## src/rtl/mips_multicycle_ctrl.sv

```systemverilog
// Multicycle control sequencer for the MIPS datapath.
// Walks each instruction through fetch/decode/execute/memory/writeback
// states, drives every datapath select and write enable, waits on the
// memory ready handshake and traps on illegal opcodes or memory timeouts.
module mips_multicycle_ctrl #(
  parameter int OPW      = 6,
  parameter int WAIT_MAX = 16,
  parameter int CNTW     = 32
) (
  input  logic            clk,
  input  logic            clr,
  input  logic [OPW-1:0]  opcode,
  input  logic            mem_ready,
  output logic            pc_write,
  output logic            pc_write_cond,
  output logic [1:0]      pc_source,
  output logic            i_or_d,
  output logic            mem_read,
  output logic            mem_write,
  output logic            ir_write,
  output logic            reg_dst,
  output logic            mem_to_reg,
  output logic            reg_write,
  output logic            alu_src_a,
  output logic [1:0]      alu_src_b,
  output logic [1:0]      alu_op,
  output logic            instr_done,
  output logic [CNTW-1:0] retired,
  output logic            trap,
  output logic [1:0]      trap_cause
);

  // State encoding (4-bit); 13..15 are unused and fall into TRAP.
  localparam logic [3:0] S_FETCH  = 4'd0;
  localparam logic [3:0] S_DECODE = 4'd1;
  localparam logic [3:0] S_ADDR   = 4'd2;
  localparam logic [3:0] S_MEM_RD = 4'd3;
  localparam logic [3:0] S_MEM_WB = 4'd4;
  localparam logic [3:0] S_MEM_WR = 4'd5;
  localparam logic [3:0] S_R_EXEC = 4'd6;
  localparam logic [3:0] S_R_WB   = 4'd7;
  localparam logic [3:0] S_I_EXEC = 4'd8;
  localparam logic [3:0] S_I_WB   = 4'd9;
  localparam logic [3:0] S_BRANCH = 4'd10;
  localparam logic [3:0] S_JUMP   = 4'd11;
  localparam logic [3:0] S_TRAP   = 4'd12;

  localparam logic [OPW-1:0] OP_RTYPE = OPW'(6'b000000);
  localparam logic [OPW-1:0] OP_LW    = OPW'(6'b100011);
  localparam logic [OPW-1:0] OP_SW    = OPW'(6'b101011);
  localparam logic [OPW-1:0] OP_BEQ   = OPW'(6'b000100);
  localparam logic [OPW-1:0] OP_J     = OPW'(6'b000010);
  localparam logic [OPW-1:0] OP_ADDI  = OPW'(6'b001000);

  localparam logic [1:0] CAUSE_NONE    = 2'd0;
  localparam logic [1:0] CAUSE_ILLEGAL = 2'd1;
  localparam logic [1:0] CAUSE_TIMEOUT = 2'd2;

  // Stall counter only needs to reach WAIT_MAX-1: the WAIT_MAX-th
  // unanswered cycle is the one that triggers the timeout.
  localparam int SW = (WAIT_MAX > 1) ? $clog2(WAIT_MAX) : 1;
  localparam logic [SW-1:0] STALL_LAST = SW'(WAIT_MAX - 1);

  logic [3:0]      r_state;
  logic [SW-1:0]   r_stall;
  logic            r_trap;
  logic [1:0]      r_cause;
  logic [CNTW-1:0] r_retired;
  logic            r_is_store;

  logic [3:0] w_state_next;
  logic [1:0] w_cause_next;
  logic       w_mem_state;
  logic       w_waiting;
  logic       w_timeout;

  logic       w_pc_write;
  logic       w_pc_write_cond;
  logic [1:0] w_pc_source;
  logic       w_i_or_d;
  logic       w_mem_read;
  logic       w_mem_write;
  logic       w_ir_write;
  logic       w_reg_dst;
  logic       w_mem_to_reg;
  logic       w_reg_write;
  logic       w_alu_src_a;
  logic [1:0] w_alu_src_b;
  logic [1:0] w_alu_op;
  logic       w_instr_done;

  assign w_mem_state = (r_state == S_FETCH) || (r_state == S_MEM_RD) ||
                       (r_state == S_MEM_WR);
  assign w_waiting   = w_mem_state && !mem_ready;
  assign w_timeout   = w_waiting && (r_stall == STALL_LAST);

  // Next-state selection, with the memory timeout overriding the hold.
  always_comb begin
    w_state_next = r_state;
    w_cause_next = CAUSE_NONE;
    case (r_state)
      S_FETCH:  if (mem_ready) w_state_next = S_DECODE;
      S_DECODE: begin
        case (opcode)
          OP_RTYPE:     w_state_next = S_R_EXEC;
          OP_LW, OP_SW: w_state_next = S_ADDR;
          OP_BEQ:       w_state_next = S_BRANCH;
          OP_J:         w_state_next = S_JUMP;
          OP_ADDI:      w_state_next = S_I_EXEC;
          default: begin
            w_state_next = S_TRAP;
            w_cause_next = CAUSE_ILLEGAL;
          end
        endcase
      end
      S_ADDR:   w_state_next = r_is_store ? S_MEM_WR : S_MEM_RD;
      S_MEM_RD: if (mem_ready) w_state_next = S_MEM_WB;
      S_MEM_WR: if (mem_ready) w_state_next = S_FETCH;
      S_R_EXEC: w_state_next = S_R_WB;
      S_I_EXEC: w_state_next = S_I_WB;
      S_MEM_WB, S_R_WB, S_I_WB, S_BRANCH, S_JUMP: w_state_next = S_FETCH;
      S_TRAP:   w_state_next = S_TRAP;
      default: begin
        w_state_next = S_TRAP;
        w_cause_next = CAUSE_ILLEGAL;
      end
    endcase
    if (w_timeout) begin
      w_state_next = S_TRAP;
      w_cause_next = CAUSE_TIMEOUT;
    end
  end

  // Moore decode of the control word; only fetch strobes and the store
  // completion pulse look at mem_ready.
  always_comb begin
    w_pc_write      = 1'b0;
    w_pc_write_cond = 1'b0;
    w_pc_source     = 2'd0;
    w_i_or_d        = 1'b0;
    w_mem_read      = 1'b0;
    w_mem_write     = 1'b0;
    w_ir_write      = 1'b0;
    w_reg_dst       = 1'b0;
    w_mem_to_reg    = 1'b0;
    w_reg_write     = 1'b0;
    w_alu_src_a     = 1'b0;
    w_alu_src_b     = 2'd0;
    w_alu_op        = 2'd0;
    w_instr_done    = 1'b0;
    case (r_state)
      S_FETCH: begin
        w_mem_read  = 1'b1;
        w_alu_src_b = 2'd1;
        w_ir_write  = mem_ready;
        w_pc_write  = mem_ready;
      end
      S_DECODE: w_alu_src_b = 2'd3;
      S_ADDR, S_I_EXEC: begin
        w_alu_src_a = 1'b1;
        w_alu_src_b = 2'd2;
      end
      S_MEM_RD: begin
        w_mem_read = 1'b1;
        w_i_or_d   = 1'b1;
      end
      S_MEM_WB: begin
        w_reg_write  = 1'b1;
        w_mem_to_reg = 1'b1;
        w_instr_done = 1'b1;
      end
      S_MEM_WR: begin
        w_mem_write  = 1'b1;
        w_i_or_d     = 1'b1;
        w_instr_done = mem_ready;
      end
      S_R_EXEC: begin
        w_alu_src_a = 1'b1;
        w_alu_op    = 2'b10;
      end
      S_R_WB: begin
        w_reg_write  = 1'b1;
        w_reg_dst    = 1'b1;
        w_instr_done = 1'b1;
      end
      S_I_WB: begin
        w_reg_write  = 1'b1;
        w_instr_done = 1'b1;
      end
      S_BRANCH: begin
        w_alu_src_a     = 1'b1;
        w_alu_op        = 2'b01;
        w_pc_write_cond = 1'b1;
        w_pc_source     = 2'd1;
        w_instr_done    = 1'b1;
      end
      S_JUMP: begin
        w_pc_write   = 1'b1;
        w_pc_source  = 2'd2;
        w_instr_done = 1'b1;
      end
      default: ;
    endcase
  end

  // State, stall counter, sticky trap and retired counter.
  always_ff @(posedge clk) begin
    if (clr) begin
      r_state    <= S_FETCH;
      r_stall    <= '0;
      r_trap     <= 1'b0;
      r_cause    <= CAUSE_NONE;
      r_retired  <= '0;
      r_is_store <= 1'b0;
    end else begin
      r_state <= w_state_next;
      r_stall <= (w_waiting && !w_timeout) ? r_stall + SW'(1) : '0;
      if ((w_state_next == S_TRAP) && (r_state != S_TRAP)) begin
        r_trap  <= 1'b1;
        r_cause <= w_cause_next;
      end
      if (w_instr_done) r_retired <= r_retired + CNTW'(1);
      // Load/store direction is captured once so ADDR does not depend on
      // the opcode still being held.
      if (r_state == S_DECODE) r_is_store <= (opcode == OP_SW);
    end
  end

  // Everything is held low while clr is asserted, so a reset mid-access
  // drops strobes in the same cycle.
  assign pc_write      = w_pc_write      & ~clr;
  assign pc_write_cond = w_pc_write_cond & ~clr;
  assign pc_source     = clr ? 2'd0 : w_pc_source;
  assign i_or_d        = w_i_or_d        & ~clr;
  assign mem_read      = w_mem_read      & ~clr;
  assign mem_write     = w_mem_write     & ~clr;
  assign ir_write      = w_ir_write      & ~clr;
  assign reg_dst       = w_reg_dst       & ~clr;
  assign mem_to_reg    = w_mem_to_reg    & ~clr;
  assign reg_write     = w_reg_write     & ~clr;
  assign alu_src_a     = w_alu_src_a     & ~clr;
  assign alu_src_b     = clr ? 2'd0 : w_alu_src_b;
  assign alu_op        = clr ? 2'd0 : w_alu_op;
  assign instr_done    = w_instr_done    & ~clr;
  assign retired       = clr ? '0 : r_retired;
  assign trap          = r_trap & ~clr;
  assign trap_cause    = clr ? CAUSE_NONE : r_cause;

endmodule

```

## config.mk

```make
export PLATFORM = sky130hd
export DESIGN_NAME = mips_multicycle_ctrl
export DESIGN_NICKNAME = d
export VERILOG_FILES = /design/src/rtl/mips_multicycle_ctrl.sv
export SDC_FILE = /design/constraint.sdc
export NUM_CORES = 1
export LEC_CHECK = 0
export BUFFER_PORTS_ARGS = -buffer_cell sky130_fd_sc_hd__buf_2
export CAP_MARGIN = 40
export CORE_ASPECT_RATIO = 1.5
export CORE_MARGIN = 2
export CORE_UTILIZATION = 56
export CTS_BUF_LIST = sky130_fd_sc_hd__clkbuf_16
export CTS_CLUSTER_SIZE = 24
export DETAILED_ROUTE_END_ITERATION = 8
export PLACE_DENSITY = 0.81
export SETUP_SLACK_MARGIN = 0.2
export SYNTH_ARGS = -nofsm -noshare
export SYNTH_HDL_FRONTEND = slang
export SYNTH_SLANG_ARGS = --single-unit
```

## constraint.sdc

```tcl
create_clock -name clk -period 4 [get_ports clk]
set_input_delay 0.2 -clock clk [delete_from_list [all_inputs] [get_ports clk]]
set_output_delay 0.2 -clock clk [all_outputs]
set_load 0.03 [all_outputs]
```

==> reports/qor.yml, run 1 <==
timing:
  hold_violations: 0
  finalCritPeriodShare: 0.665
  tns_ps: 0
  skew_ps: 5.86
  slew-limit-headroom: 0.424
  worst_pin_slew_ps: 864
  fmax_mhz: 376
  final_max_slew_viol_count: 0
  rsz0062_at_grt: "no"
  period_minus_slack_ps: 2660
  setup_viol: 0
critical_path:
  crit_buf_inv: 0
  crit_path_max_incr_delay_ps: 770
  critical_path.top_delay_family: "simple AND/OR/NAND/NOR gates"
  r2r_start: "r_state[1]"
  worstRegToRegCells: 6
  path_class: "reg -> reg"
  crit_chain: "xnor2_1 -> o21ai_2 -> nor4b_4 -> nand2_1 -> nor2_1 -> mux2_1"
  slowest_stage: "dfxtp_1"
  endpoint_kind: "register"
  worstPathArrival_ps: 2830
  rrSetupSlack_ps: 1340
  cp_max_fo: 22
  cp-start-kind: "register"
  rr_endpoint: "r_retired[21]"
  worstPathRequired_ps: 4170
final_layout:
  area.sequential_um2: 881
  insertedDiodeCount: 0
  area_growth_syn_to_layout_pct: 16.0
  final_common_cell: "buf_2"
  multiInputGateArea_um2: 1630
  fillers: 405
  nNetsFinal: 390
  layout_common_cells: "60 x buf_2, 51 x nor2_1, 44 x dfxtp_1"
  drive_gt1_frac: 0.211
clocking:
  cts-resized-gates: 0
  clk_path_buf_depth: 2
  postCtsSetupBuffers: 0
  tritoncts: "done"
  clockRootBuffer: "clkbuf_16"
  cts.sinks: 44
  clk_latency_ps: 280
  cts_max_level: 2
  numCtsBuffers: 5
  clkTransAtPathRegs_ps: 60
  ctsHoldBuffers: 0
grt:
  grt_first_pass_wirelength_um: 9210
  overflow: 0
  grt_max_degree: 52
  grt_pass1_vias: 2118
  antenna_found_initial: 0
  track_usage: 0.223
power_and_ir_drop:
  ir_drop_v: 0.000285
  powerDensity_nw_per_um2: 352
  total_leakage_power_uw: 0.00131
  power.total_uw: 1080
floorplanning:
  dieArea_um2: 5290
  start_util: 0.581
  coreArea_um2: 4540
  die_y_um: 88.1
  io_pins: 61
  rows: 30
  fp.dieW_um: 60.0
synthesis:
  synthArstFlopShare: 0
  synth_cell_types: 54
  synth_top_area_frac: 0.334
  synth_edf_count: 0
  synth.area.top_cells: "dfxtp_1 33%, nor2b_1 8.1%, xor2_1 8.0%"
  synth_area_per_cell_um2: 7.94
  syn_inst: 332
  synth_top_cell_by_area: "dfxtp_1"
  ys_warn_count: 0
  synth.ff_latch_count: 44
  synth_ff_type: "dfxtp_1"
  synth_area_um2: 2640
  seq_area_frac_synth: 0.334
  syn-num-nets: 343
placed_design:
  post-dp-hpwl_um: 3950
  port_buffers: 60
  routabilityCongestion: 0.891
route:
  routed_wl_um: 5650
  postRouteAntennaNets: 0
  firstDrtPassIters: 5
  routedWlPerCell_um: 12.7
  drc: 0
  num_vias: 2423
  viasPerCell: 5.47
  drtIter0Drc: 120
worst_hold_path:
  worst_hold_path.endpoint: "r_is_store"
  hp-class: "in -> reg"
  min_from: "opcode[3]"
  hold_depth: 3
status:
  status: "completed"
flow_run:
  drv_cap: 0
-- power by group --
| part | internal, uW | switching (uW) |
|---|---|---|
| clock network | 226 | 156 |
| registers | 454 | 35.2 |
| logic | 76.8 | 130 |
-- worst max path at each step --
| stage | from | to | slack (ps) | cells after the start |
|---|---|---|---|---|
| 2_1_floorplan | r_state[1] | alu_src_a | 1960 | 4 |
| 3_3_place_gp | r_state[1] | r_retired[21] | 1450 | 6 |
| 3_5_place_dp | r_state[1] | r_retired[21] | 1400 | 6 |
| 4_1_cts | r_state[1] | r_retired[21] | 1330 | 6 |
| 5_1_grt | r_state[1] | r_retired[21] | 1140 | 6 |
| 6_report | r_state[1] | r_retired[21] | 1340 | 6 |
-- kinds of logic after synthesis --
logic type | share of synthesized area
fa+ha+maj | 0.00949
flops | 0.334
simple gates | 0.409
compound gates | 0.0878
buf+inv | 0.0489
xor+xnor | 0.106
mux | 0.00427
-- final cells by class --
class | instances | share of cell area
Clock buffer | 5 | 0.0409
Clock inverter | 2 | 0.00409
Inverter | 5 | 0.00613
Multi-Input combinational cell | 261 | 0.532
Sequential cell | 44 | 0.288
Tap cell | 64 | 0.0262
Timing Repair Buffer | 62 | 0.103
-- metrics by stage --
stage / setup slack (ps) / instances / utilization / hold WS [ps] / instance area [um2]
2_1_floorplan: 1960 / 332 / - / 354 / 2640
3_3_place_gp: 1450 / 436 / 0.644 / 437 / 2920
3_5_place_dp: 1400 / 436 / 0.644 / 440 / 2920
4_1_cts: 1330 / 443 / 0.674 / 219 / 3060
5_1_grt: 1140 / 443 / 0.674 / 222 / 3060
6_report: 1340 / 443 / 0.674 / 223 / 3060
-- routing by layer --
layer	track usage	share of wire
met1	0.260	0.44
met2	0.389	0.50
met4	0.0909	0.019
met5	0	0
met3	0.0458	0.042
-- worst register-to-register path: cells and delay by family, from the launching register on --
family | cells | cell delay, ps
AND/OR/NAND/NOR | 3 | 1050
flip-flops | 1 | 770
multiplexers | 1 | 330
XOR/XNOR | 1 | 250
AO/OA/AOI/OAI | 1 | 150
-- synth_stat cells, types with 8 or more instances --
master    count
dfxtp_1      44
clkbuf_1     12
nand2_1      19
xor2_1       24
and3_1        9
nor2b_1      34
nor2_1       51
xnor2_1       8
nor3_1        9
nand3_1      19
nand4_1       9
a21oi_1      10
o21ai_0       9
-- registers in the layout (all words and copies together), names as in the netlist --
name / count
r_trap: 1
r_retired: 32
r_cause: 2
r_is_store: 1
r_state: 4
r_stall: 4
(Power assumes the default switching activity.)
==> run 2, diff against run 1 <==
--- a/config.mk
+++ b/config.mk
@@ -5,6 +5,7 @@
 export SDC_FILE = /design/constraint.sdc
 export NUM_CORES = 1
 export LEC_CHECK = 0
+export ABC_AREA = 1
 export BUFFER_PORTS_ARGS = -buffer_cell sky130_fd_sc_hd__buf_2
 export CAP_MARGIN = 40
 export CORE_ASPECT_RATIO = 1.5
@@ -13,7 +14,7 @@
 export CTS_BUF_LIST = sky130_fd_sc_hd__clkbuf_16
 export CTS_CLUSTER_SIZE = 24
 export DETAILED_ROUTE_END_ITERATION = 8
-export PLACE_DENSITY = 0.81
+export PLACE_DENSITY = 0.79
 export SETUP_SLACK_MARGIN = 0.2
 export SYNTH_ARGS = -nofsm -noshare
 export SYNTH_HDL_FRONTEND = slang
==> constraint.sdc (replaced) <==
create_clock -name clk -period 2.78 [get_ports clk]
set_input_delay 0.139 -clock clk [delete_from_list [all_inputs] [get_ports clk]]
set_output_delay 0.139 -clock clk [all_outputs]
set_load 0.03 [all_outputs]
==> run 2 against run 1 <==
Clock-buffer cell count unchanged; clock skew shrank 0.96 ps; critical path depth up 1; synthesized area up 15%; first-iteration DRC count grew 38%; register-to-register slack worse by 320 ps; worst hold slack worse by 62 ps; largest cell class unchanged; largest power group is now the clock network.
==> reports/qor.yml, run 2 <==
floorplanning:
  coreArea_um2: 5160  # +14%
  dieArea_um2: 6030  # +14%
  die_y_um: 94.1  # +6.9%
  fp.dieW_um: 64.1  # +6.7%
  io_pins: 61  # unchanged
  rows: 32  # +6.7%
  start_util: 0.587  # +0.00601
clocking:
  postCtsSetupBuffers: 0  # unchanged
  cts-resized-gates: 0  # unchanged
  cts_max_level: 2  # unchanged
  tritoncts: "done"
  numCtsBuffers: 5  # unchanged
  clk_path_buf_depth: 2  # unchanged
  clk_latency_ps: 280  # about the same
  clkTransAtPathRegs_ps: 60  # about the same
  clockRootBuffer: "clkbuf_16"
  ctsHoldBuffers: 0  # unchanged
  cts.sinks: 44  # unchanged
critical_path:
  critical_path.top_delay_family: "buffers and inverters"
  slowest_stage: "inv_2"
  crit_buf_inv: 3  # +3
  crit_top_cell: "inv_2"
  cp_max_fo: 21  # -4.5%
  crit_path_max_incr_delay_ps: 380  # -390 ps
  cp-start-kind: "register"
  crit_chain: "nor2_2 -> inv_2 -> nand2_1 -> nand3_4 -> inv_2 -> nor2_4 -> buf_2"
  path_class: "reg -> out"
  worstPathArrival_ps: 1890  # -940 ps
  endpoint_kind: "primary output"
  worstPathRequired_ps: 2640  # -1530 ps
synthesis:
  seq_area_frac_synth: 0.291  # -0.0433
  ys_warn_count: 0  # unchanged
  yosysMostFrequentCell: "nand2_1"
  synth_area_per_cell_um2: 5.95  # -25%
  synth_top_area_frac: 0.291  # -0.0433
  synth_ff_type: "dfxtp_1"
  synth.area.top_cells: "dfxtp_1 29%, nand2_1 16%, nor2_1 11%"
  synth_edf_count: 0  # unchanged
  synth_cell_types: 34  # -37%
  synth_area_um2: 3030  # +15%
  synthArstFlopShare: 0  # unchanged
  synth_commonest_cells: "129 x nand2_1, 91 x nor2_1, 72 x inv_1"
  syn_inst: 509  # +53%
  synth.ff_latch_count: 44  # unchanged
  syn-num-nets: 520  # +52%
  synth_top_cell_by_area: "dfxtp_1"
power_and_ir_drop:
  clkPwrFrac: 0.412  # +0.057
  powerDensity_nw_per_um2: 519  # +47%
  p_int_uw: 1270  # +68%
  net-switching-power_uw: 555  # +73%
  share_comb_of_total_power: 0.211  # +0.019
  pwr-share-seq: 0.377  # -0.077
  total_leakage_power_uw: 0.00157  # +20%
  sw_frac_of_total: 0.304  # +0.00581
  ir_drop_v: 0.000464  # +63%
placed_design:
  pre_cts_slack_ps: 1040  # -356 ps
  port_buffers: 60  # unchanged
  placed_area_um2: 3340  # +14%
  routabilityCongestion: 0.947  # +6.3%
  post-dp-hpwl_um: 6190  # +57%
timing:
  period_minus_slack_ps: 2030
  skew_ps: 4.90  # -0.960 ps
  finalCritPeriodShare: 0.730
  tns_ps: 0  # unchanged
  hold_violations: 0  # unchanged
  worst_pin_slew_ps: 499  # -365 ps
  final_max_slew_viol_count: 0  # unchanged
  setup_viol: 0  # unchanged
  fin_ws_ps: 751  # -588 ps
  rsz0062_at_grt: "no"
  slew-limit-headroom: 0.664  # +0.240
  fmax_mhz: 493
final_layout:
  area_growth_syn_to_layout_pct: 16.3
  drive_gt1_frac: 0.171  # -0.0406
  nNetsFinal: 574  # +47%
  top_register: "r_retired"
  fin_area_um2: 3520  # +15%
  layout_common_cells: "129 x nand2_1, 91 x nor2_1, 72 x inv_1"
  final_common_cell: "nand2_1"
  reg_top3: "r_retired x32, r_stall x4, r_state x4"
  insertedDiodeCount: 0  # unchanged
  largest_reg_flops: 32  # unchanged
route:
  routed_wl_um: 7980  # +41%
  firstDrtPassIters: 4  # -1
  drc: 0  # unchanged
  top_layer: "met4"
  wl_met2_um: 4250  # +50%
  postRouteAntennaNets: 0  # unchanged
  viasPerCell: 5.22  # -4.6%
  routedWlPerCell_um: 12.6  # -0.80%
  drtIter0Drc: 166  # +38%
  wl_met3_um: 384  # +62%
  num_vias: 3294  # +36%
  wl_met1_um: 3050  # +24%
grt:
  grt_pass1_vias: 3258  # +54%
  track_usage: 0.283  # +0.0593
  antenna_found_initial: 0  # unchanged
  grt_max_degree: 49  # -5.8%
  grt_first_pass_wirelength_um: 13600  # +47%
  overflow: 0  # unchanged
worst_hold_path:
  hp-class: "in -> reg"
flow_run:
  drv_cap: 0  # unchanged
status:
  status: "completed"
[run 2: changes by cell type in the layout (fill, tap and decap cells not counted), sizes merged, moves of 9 or more]
cell / change
nand2: +111
a21oi: +25
inv: +74
nor3: +15
nor2b: -34
xor2: -11
nor2: +50
nand3: +9
[run 2: tightest hold or removal path, cell delays in order]
cell     delay (ps)
buf_2           120
nand3_1          80
a21oi_1          60
[run 2: power by group through the flow]
stage          combinational, uW  sequential, uW  clock [uW]
3_5_place_dp                 384             703           0
5_1_grt                      422             692         782
3_3_place_gp                 377             701           0
4_1_cts                      386             689         757
2_1_floorplan                311             697           0
6_report                     385             689         754
[run 2: layout make-up]
class	count	area, um2
well taps	68	85.1
flip-flops and latches	44	881
multi-input cells	371	1760
repair buffers	62	315
clock inverters	2	60.1
fillers	485	1640
inverters	79	297
clock buffers	5	125
[run 2: per-stage QoR]
| stage | hold WS [ps] | std cells | util | power (uW) |
|---|---|---|---|---|
| 2_1_floorplan | 302 | 509 | - | 1010 |
| 3_3_place_gp | 433 | 624 | 0.646 | 1080 |
| 3_5_place_dp | 446 | 624 | 0.646 | 1090 |
| 4_1_cts | 161 | 631 | 0.682 | 1830 |
| 5_1_grt | 174 | 631 | 0.682 | 1900 |
| 6_report | 160 | 631 | 0.682 | 1830 |
[run 2: logic make-up after synthesis]
family | Yosys count | synth area share
AOI/OAI and AO/OA | 55 | 0.0974
xor gates and xnor gates | 14 | 0.0405
adders and majority gates | 2 | 0.00826
buffers and inverters | 94 | 0.128
DFF | 44 | 0.291
and+or+nand+nor | 300 | 0.435
[run 2: worst paths after layout]
path                                 endpoint  slack (ps)    startpoint  cells past startpoint
worst max-delay path               instr_done         750    r_state[0]                      7
worst min-delay path               r_is_store         160     opcode[3]                      3
worst max register to register  r_retired[20]        1020  r_retired[0]                     10
worst min register to register     r_stall[0]         450    r_stall[0]                      1
[run 2: layer usage]
layer / vias to the layer above / track usage
li1: 1696 / -
met1: 1475 / 0.281
met2: 99 / 0.539
met3: 24 / 0.0540
met4: 0 / 0.150
met5: - / 0
